## src/rtl/uart_tx_arbiter.sv

```systemverilog
// Round-robin arbiter sharing one UART transmitter among N byte sources.
// Optional tx_busy timeout with sticky err flag: define UART_ARB_TIMEOUT_EN.
module uart_tx_arbiter #(
  parameter int N   = 4,
  parameter int IW  = 2,
  parameter int TMO = 2048
) (
  input  logic             clk,
  input  logic             rst,
  input  logic [N-1:0]     req,
  input  logic [8*N-1:0]   data_in,
  output logic [N-1:0]     grant,
  output logic [7:0]       tx_data,
  output logic             tx_start,
  input  logic             tx_busy,
  output logic [IW-1:0]    owner,
  output logic             active,
  output logic             err
);

  typedef enum logic [1:0] {
    S_IDLE      = 2'd0,
    S_WAIT_BUSY = 2'd1,
    S_WAIT_DONE = 2'd2
  } state_t;

  if (N < 2 || N > 8 || (2 ** IW) < N || TMO < 1) begin : g_bad_param
    $error("uart_tx_arbiter: illegal parameter combination");
  end

  state_t          state_q, state_d;
  logic [IW-1:0]   ptr_q, ptr_d;
  logic [N-1:0]    grant_q, grant_d;
  logic            tx_start_q, tx_start_d;
  logic [7:0]      tx_data_q, tx_data_d;
  logic [IW-1:0]   owner_q, owner_d;
  logic            active_q, active_d;
  logic            pick_found_s;
  logic [IW-1:0]   pick_idx_s;

`ifdef UART_ARB_TIMEOUT_EN
  localparam logic [15:0] TMO_LAST = 16'(TMO - 1);
  logic [15:0]     tmo_cnt_q, tmo_cnt_d;
  logic            err_q, err_d;
`endif

  // Successor index with wrap at N rather than at 2**IW.
  function automatic logic [IW-1:0] next_idx(input logic [IW-1:0] i);
    logic [IW-1:0] res;
    if (int'(i) == N - 1) begin
      res = '0;
    end else begin
      res = i + IW'(1);
    end
    return res;
  endfunction

  // Scan from the lowest offset last so it wins: first requester at or after p.
  function automatic logic [IW:0] rr_pick(input logic [N-1:0] r, input logic [IW-1:0] p);
    logic [IW:0] res;
    int          j;
    res = '0;
    for (int k = N - 1; k >= 0; k--) begin
      j = int'(p) + k;
      if (j >= N) begin
        j = j - N;
      end
      if ((r & (N'(1) << j)) != '0) begin
        res = {1'b1, IW'(j)};
      end
    end
    return res;
  endfunction

  assign {pick_found_s, pick_idx_s} = rr_pick(req, ptr_q);

  // Next-state and registered-output logic for the arbitration FSM.
  always_comb begin
    state_d    = state_q;
    ptr_d      = ptr_q;
    grant_d    = '0;
    tx_start_d = 1'b0;
    tx_data_d  = tx_data_q;
    owner_d    = owner_q;
`ifdef UART_ARB_TIMEOUT_EN
    tmo_cnt_d  = tmo_cnt_q;
    err_d      = err_q;
`endif
    case (state_q)
      S_IDLE: begin
        if (pick_found_s) begin
          tx_data_d  = 8'(data_in >> (32'd8 * 32'(pick_idx_s)));
          owner_d    = pick_idx_s;
          grant_d    = N'(1) << pick_idx_s;
          tx_start_d = 1'b1;
          state_d    = S_WAIT_BUSY;
`ifdef UART_ARB_TIMEOUT_EN
          tmo_cnt_d  = 16'd0;
`endif
        end else begin
          state_d = S_IDLE;
        end
      end
      S_WAIT_BUSY: begin
        if (tx_busy) begin
          state_d = S_WAIT_DONE;
        end
`ifdef UART_ARB_TIMEOUT_EN
        else if (tmo_cnt_q == TMO_LAST) begin
          err_d   = 1'b1;
          ptr_d   = next_idx(owner_q);
          state_d = S_IDLE;
        end else begin
          tmo_cnt_d = tmo_cnt_q + 16'd1;
        end
`else
        else begin
          state_d = S_WAIT_BUSY;
        end
`endif
      end
      S_WAIT_DONE: begin
        if (!tx_busy) begin
          ptr_d   = next_idx(owner_q);
          state_d = S_IDLE;
        end else begin
          state_d = S_WAIT_DONE;
        end
      end
      default: begin
        state_d = S_IDLE;
      end
    endcase
    active_d = (state_d != S_IDLE);
  end

  // State and output registers; synchronous reset abandons any transfer.
  always_ff @(posedge clk) begin
    if (rst) begin
      state_q    <= S_IDLE;
      ptr_q      <= '0;
      grant_q    <= '0;
      tx_start_q <= 1'b0;
      tx_data_q  <= 8'h00;
      owner_q    <= '0;
      active_q   <= 1'b0;
`ifdef UART_ARB_TIMEOUT_EN
      tmo_cnt_q  <= 16'd0;
      err_q      <= 1'b0;
`endif
    end else begin
      state_q    <= state_d;
      ptr_q      <= ptr_d;
      grant_q    <= grant_d;
      tx_start_q <= tx_start_d;
      tx_data_q  <= tx_data_d;
      owner_q    <= owner_d;
      active_q   <= active_d;
`ifdef UART_ARB_TIMEOUT_EN
      tmo_cnt_q  <= tmo_cnt_d;
      err_q      <= err_d;
`endif
    end
  end

  assign grant    = grant_q;
  assign tx_start = tx_start_q;
  assign tx_data  = tx_data_q;
  assign owner    = owner_q;
  assign active   = active_q;
`ifdef UART_ARB_TIMEOUT_EN
  assign err      = err_q;
`else
  assign err      = 1'b0;
`endif

endmodule

```

## config.mk

```make
export PLATFORM = sky130hd
export DESIGN_NAME = uart_tx_arbiter
export DESIGN_NICKNAME = d
export VERILOG_FILES = /design/src/rtl/uart_tx_arbiter.sv
export SDC_FILE = /design/constraint.sdc
export NUM_CORES = 1
export LEC_CHECK = 0
export ABC_CLOCK_PERIOD_IN_PS = 3000
export CAP_MARGIN = 0
export CORE_ASPECT_RATIO = 1.25
export CORE_MARGIN = 8
export CORE_UTILIZATION = 40
export CTS_CLUSTER_SIZE = 25
export DETAILED_ROUTE_END_ITERATION = 10
export GPL_TIMING_DRIVEN = 0
export PLACE_DENSITY = 0.84
export REMOVE_ABC_BUFFERS = 1
export SYNTH_ARGS = -nofsm -noshare
export SYNTH_HDL_FRONTEND = slang
export SYNTH_SLANG_ARGS = --single-unit
```

## constraint.sdc

```tcl
create_clock -name clk -period 3 [get_ports clk]
set_input_delay 0.75 -clock clk [delete_from_list [all_inputs] [get_ports clk]]
set_output_delay 0.75 -clock clk [all_outputs]
set_load 0.03 [all_outputs]
```

Word level (Yosys, flattened, before mapping) --
Cells that the tools add are included.
Storage, ports and cells: input port bits 39, word-level logic and storage cells 59, register bits 20, output and inout bits 17
Cells by class: shift-type cells 6, eq/ne operators 3, reductions and logical operators 10, muxes and demuxes 14, bitwise gates (word level) 7, add/sub/neg operators 8, magnitude comparators 4
Operators by type and width (number):
- 2-to-1 mux 32 bit | 4
- left shift 1 x 32 -> 4 bit (first input constant) | 4
- right shift 32 x 5 -> 8 bit | 1
- AND 4 bit | 4
- nonzero test 4 bit | 4
- 2-to-1 mux 3 bit | 4
- subtractor 3 x 3 -> 4 bit (second input constant) | 3
- greater-or-equal comparator 3 bit (second input constant) | 3
- adder 2 x 2 -> 3 bit (second input constant) | 2
- 2-to-1 mux 2 bit | 3
- case mux 2 bit (3 select lines) | 1
- == test 2 x 1 -> 1 bit (second input constant) | 2
- AND reduction 2 bit | 2
- left shift 1 x 2 -> 4 bit (first input constant) | 1
- subtractor 2 x 3 -> 4 bit (second input constant) | 1
- adder 2 x 1 -> 3 bit (second input constant) | 1
- greater-or-equal comparator 2 x 3 -> 1 bit (second input constant) | 1
- inverter 1 bit | 3
- OR reduction 3 bit | 1
- adder 2 x 1 -> 2 bit (second input constant) | 1
- == test 2 bit (second input constant) | 1
- zero test 2 bit | 1
- 2-to-1 mux 1 bit | 2
- nonzero test 2 bit | 1
- OR reduction 2 bit | 1

Depth between registers and ports, before layout --
depth after elaboration 13, mapped depth 12, gate-level depth less buffers 9

Least setup slack after synthesis --
Ideal clock, no wire load.
path type reg-to-reg, start point reg ptr_q[0], end point reg tx_data_q[3] (netlist: tx_data[3]), stages on the path, launching flop included 12, data arrival time 2.592 ns, path slack 0.281 ns, path buffers 3, library setup time 0.127 ns, clock period less this slack 2.719 ns, required time 2.873 ns, cell sequence dfxtp_1 -> buf_2 -> inv_1 -> buf_2 -> ha_1 -> a22o_1 -> or2_1 -> o21bai_1 -> a222oi_1 -> buf_6 -> a211o_2 -> o221ai_2
On the way: cells in the longest elaborated chain, start to end 11, elaborated cells on any way between the ends 33, those cells by class 7 x add/sub; 4 x order compare; 5 x shift; 8 x mux; 4 x bitwise; 5 x reduce/logical
RTL lines:
- start: declaration | line 32 | logic [IW-1:0] ptr_q, ptr_d;
- start signal: assignment | line 153 | ptr_q <= ptr_d;
- adder 2 x 2 -> 3 bit | line 64 | j = int'(p) + k;
- subtractor 3 x 3 -> 4 bit or greater-or-equal comparator 3 bit (tied branches) | line 66, 65
- 2-to-1 mux 32 bit | line 65 | if (j >= N) begin
- left shift 1 x 32 -> 4 bit | line 68 | if ((r & (N'(1) << j)) != '0) begin
- AND 4 bit | line 68
- nonzero test 4 bit | line 68
- 2-to-1 mux 3 bit (3 in series) | line 68
- 2-to-1 mux 3 bit (*) | line 68
- right shift 32 x 5 -> 8 bit or AND reduction 2 bit (tied branches)
- end signal: assignment | line 156 | tx_data_q <= tx_data_d;
- end: declaration | line 35 | logic [7:0] tx_data_q, tx_data_d;
Every way passes the cells marked *; elsewhere a longest branch is shown, timed or not. A chain may end at the register's enable or synchronous reset.

Worst setup path in the final report --
start point in req[2], end point reg tx_data_q[6] (netlist: tx_data[6])
On the way: cells in the longest elaborated chain, start to end 7, elaborated cells on any way between the ends 14, those cells by class 1 x shift; 4 x mux; 4 x bitwise; 5 x reduce/logical
RTL lines:
- start: declaration | line 10 | input logic [N-1:0] req,
- AND 4 bit | line 68
- nonzero test 4 bit | line 68
- 2-to-1 mux 3 bit (3 in series) | line 68
- 2-to-1 mux 3 bit (*) | line 68
- right shift 32 x 5 -> 8 bit or AND reduction 2 bit (tied branches)
Marks and branches as above.

==> impl_metrics.py <==
metrics = {
    "status": {
        "status": "complete, no violations",
    },
    "yosys": {
        "ys_ff_latch": 20,
        "synth_edf_count": 0,
        "syn_area_mm2": 0.00166,
        "synth_cell_types": 39,
        "ys_top_cells_by_area": "dfxtp_1, mux2i_1, o221ai_2",
        "ys_seq_area_share_pct": 24.1,
        "avgSynthCellArea_um2": 8.92,
        "synth_top_area_share_pct": 24.1,
        "synthCells": 186,
        "yosysWarnings": 0,
        "synth_most_common_cell": "dfxtp_1",
        "synthTopCellsByCount": "dfxtp_1, a21oi_1, mux2i_1",
        "yosys.area.top_type": "dfxtp_1",
        "async_flop_share_pct": 0,
        "ys.flop_type": "dfxtp_1",
    },
    "pwr": {
        "powerDensity_mw_per_mm2": 443,
        "p_leak_uw": 0.000912,
        "ir_worst_vdd_mv": 0.282,
    },
    "timing": {
        "fmax_mhz": 344,
        "drv_slew": 0,
        "worst_slew_pin_slew_ns": 0.640,
        "tns_ns": 0,
        "min_period_ns": 2.91,
        "maxSlewHeadroom_pct": 57.1,
        "holdWs_ns": 0.473,
        "finalCritPeriodShare_pct": 97.0,
        "setup_violations": 0,
        "rsz0062_at_grt": "no",
        "fin_skew_ns": 0.00452,
        "hold_viol": 0,
    },
    "clock_tree": {
        "insertion_delay_ns": 0.26,
        "clk_pin_slew_ns": 0.07,
        "cts_inserted_buffers": 3,
        "root_buffer": "clkbuf_8",
        "cts_max_level": 1,
        "cts_tree": "built",
        "max-clock-path-buffers": 2,
        "cts.sinks": 20,
    },
    "hold_path": {
        "min_path_cells": 2,
        "min_from": "tx_data[7]$_SDFFE_PP0P_",
        "hp-class": "reg2reg",
        "worstHoldEndpoint": "tx_data[7]$_SDFFE_PP0P_",
    },
    "grt": {
        "grt_antenna_before_repair": 0,
        "grt_first_pass_wirelength_um": 7730,
        "grt_overflow": 0,
        "grt_use_total_pct": 14.9,
        "grt_pass1_vias": 1643,
        "grt_max_degree": 21,
    },
    "critical_path": {
        "critPathKind": "in2reg",
        "r2r_start": "ptr_q[0]$_SDFFE_PP0P_",
        "start_kind": "primary input",
        "crit_required_ns": 3.19,
        "cp-end-kind": "flip-flop",
        "r2r_end": "tx_data[6]$_SDFFE_PP0P_",
        "crit_fanout": 4,
        "reg2reg_depth": 10,
        "worstPathArrival_ns": 3.10,
        "rrSetupSlack_ns": 0.15,
    },
    "floorplanning": {
        "core-area_mm2": 0.00403,
        "num_rows": 26,
        "start_util_pct": 41.1,
        "fp.dieH_um": 88.0,
        "io_pins": 56,
        "dieWidth_um": 73.6,
        "dieArea_mm2": 0.00648,
    },
    "detailed_routing": {
        "dr.pass1.iters": 4,
        "via_per_inst": 5.82,
        "dr_total_vias": 1704,
        "wire_per_inst_um": 16.9,
        "routed_wl_um": 4950,
        "drtIter0Drc": 113,
        "route.detailed.drc": 0,
        "final_antenna_net_count": 0,
    },
    "layout": {
        "antenna_cells": 0,
        "layout.nets": 283,
        "area_delta_synth_final_pct": 42.2,
        "drive_gt1_share_pct": 21.1,
        "finalCoreUtilization_pct": 58.5,
    },
    "placement": {
        "post-dp-hpwl_um": 3640,
        "port_buffers": 54,
        "gp_congestion": 0.779,
    },
    "flow_run": {
        "drv_cap": 0,
    },
}
## area by class of cell
| type | count | area (um^2) |
|---|---|---|
| clock inverter | 1 | 30.0 |
| fill | 363 | 1680 |
| tap | 56 | 70.1 |
| sequential | 20 | 404 |
| inverter | 14 | 56.3 |
| clock buffer | 3 | 41.3 |
| timing repair buffer | 61 | 586 |
| multi-input combinational | 138 | 1170 |
## repair_timing
action | 4_1_cts | 5_1_grt
hold buffers | 0 | 0
pin swaps | 2 | 0
resized for setup | 7 | 4
buffers inserted | 3 | 1
hold endpoints to repair | 0 | 0
setup endpoints to repair | 17 | 9
## layout by cell type, fill, tap and decap left out, types with 2 or more instances in the layout
master	count
mux2_2	9
a211oi_1	8
mux2i_1	16
a22oi_2	2
and2_1	2
a211o_2	8
dfxtp_1	19
o221ai_2	8
a22o_1	2
a22oi_1	4
inv_1	13
nand2_1	14
buf_4	3
o21ai_0	2
a2111oi_0	8
a21oi_1	19
ha_1	6
clkdlybuf4s50_1	54
buf_2	3
clkbuf_8	3
nor3_1	3
nor2_1	7
## routing by layer
layer	routed length, um	GRT usage (%)	up-vias
met5	0	0	-
met4	74	4.74	0
met3	226	3.09	7
met2	2630	27.1	59
met1	2020	16.5	826
li1	-	-	812
## worst max path at each step
stage,end,slack (ns),from,cells after the start
after global placement,tx_data[1]$_SDFFE_PP0P_,-1.54,ptr_q[0]$_SDFFE_PP0P_,8
after CTS,tx_data[6]$_SDFFE_PP0P_,0.11,req[3],9
after floorplan,tx_data[0]$_SDFFE_PP0P_,-0.59,ptr_q[0]$_SDFFE_PP0P_,8
final,tx_data[6]$_SDFFE_PP0P_,0.09,req[2],9
after detailed placement,tx_data[0]$_SDFFE_PP0P_,-1.08,ptr_q[0]$_SDFFE_PP0P_,9
after global routing,tx_data[6]$_SDFFE_PP0P_,0.01,req[2],9
## kinds of logic (layout without fill, tap and decap cells)
group	after synthesis	in the layout	share of synthesized area [%]
AOI/OAI and AO/OA	70	70	35.3
buffers and inverters	28	79	8.07
and+or+nand+nor	35	35	11.5
muxes	25	25	15.8
xor gates and xnor gates	1	1	0.528
adders and majority gates	6	6	4.52
other	1	1	0.226
DFF	20	20	24.1
## sequential cells by signal, summed over array words and instances, names as in the netlist
register and cells:
active 1, grant 4, owner 2, ptr_q 2
state_q 2, tx_data 8, tx_start 1
## worst max-delay path, stage by stage
cell	delay (ns)
clkdlybuf4s50_1	0.49
a22o_1	0.28
or2_1	0.31
o41ai_2	0.33
a222oi_1	0.18
buf_4	0.18
buf_2	0.14
a211o_2	0.28
o221ai_2	0.16
## metrics by stage
step / instances / instance area [um^2] / setup WS (ns) / power (uW)
6_report: 293 / 2360 / 0.0906 / 1050
5_1_grt: 293 / 2360 / 0.0103 / 1100
2_1_floorplan: 172 / 1580 / -0.588 / 589
4_1_cts: 292 / 2320 / 0.107 / 1040
3_3_place_gp: 282 / 2190 / -1.54 / 745
3_5_place_dp: 285 / 2200 / -1.08 / 758
## report_power, final
part	leakage, uW	total (uW)	switching [uW]	internal, uW
logic	0.000711	450	245	204
clock network	0.0000357	274	95.8	178
registers	0.000165	322	22.6	299
(Power assumes the default switching activity.)
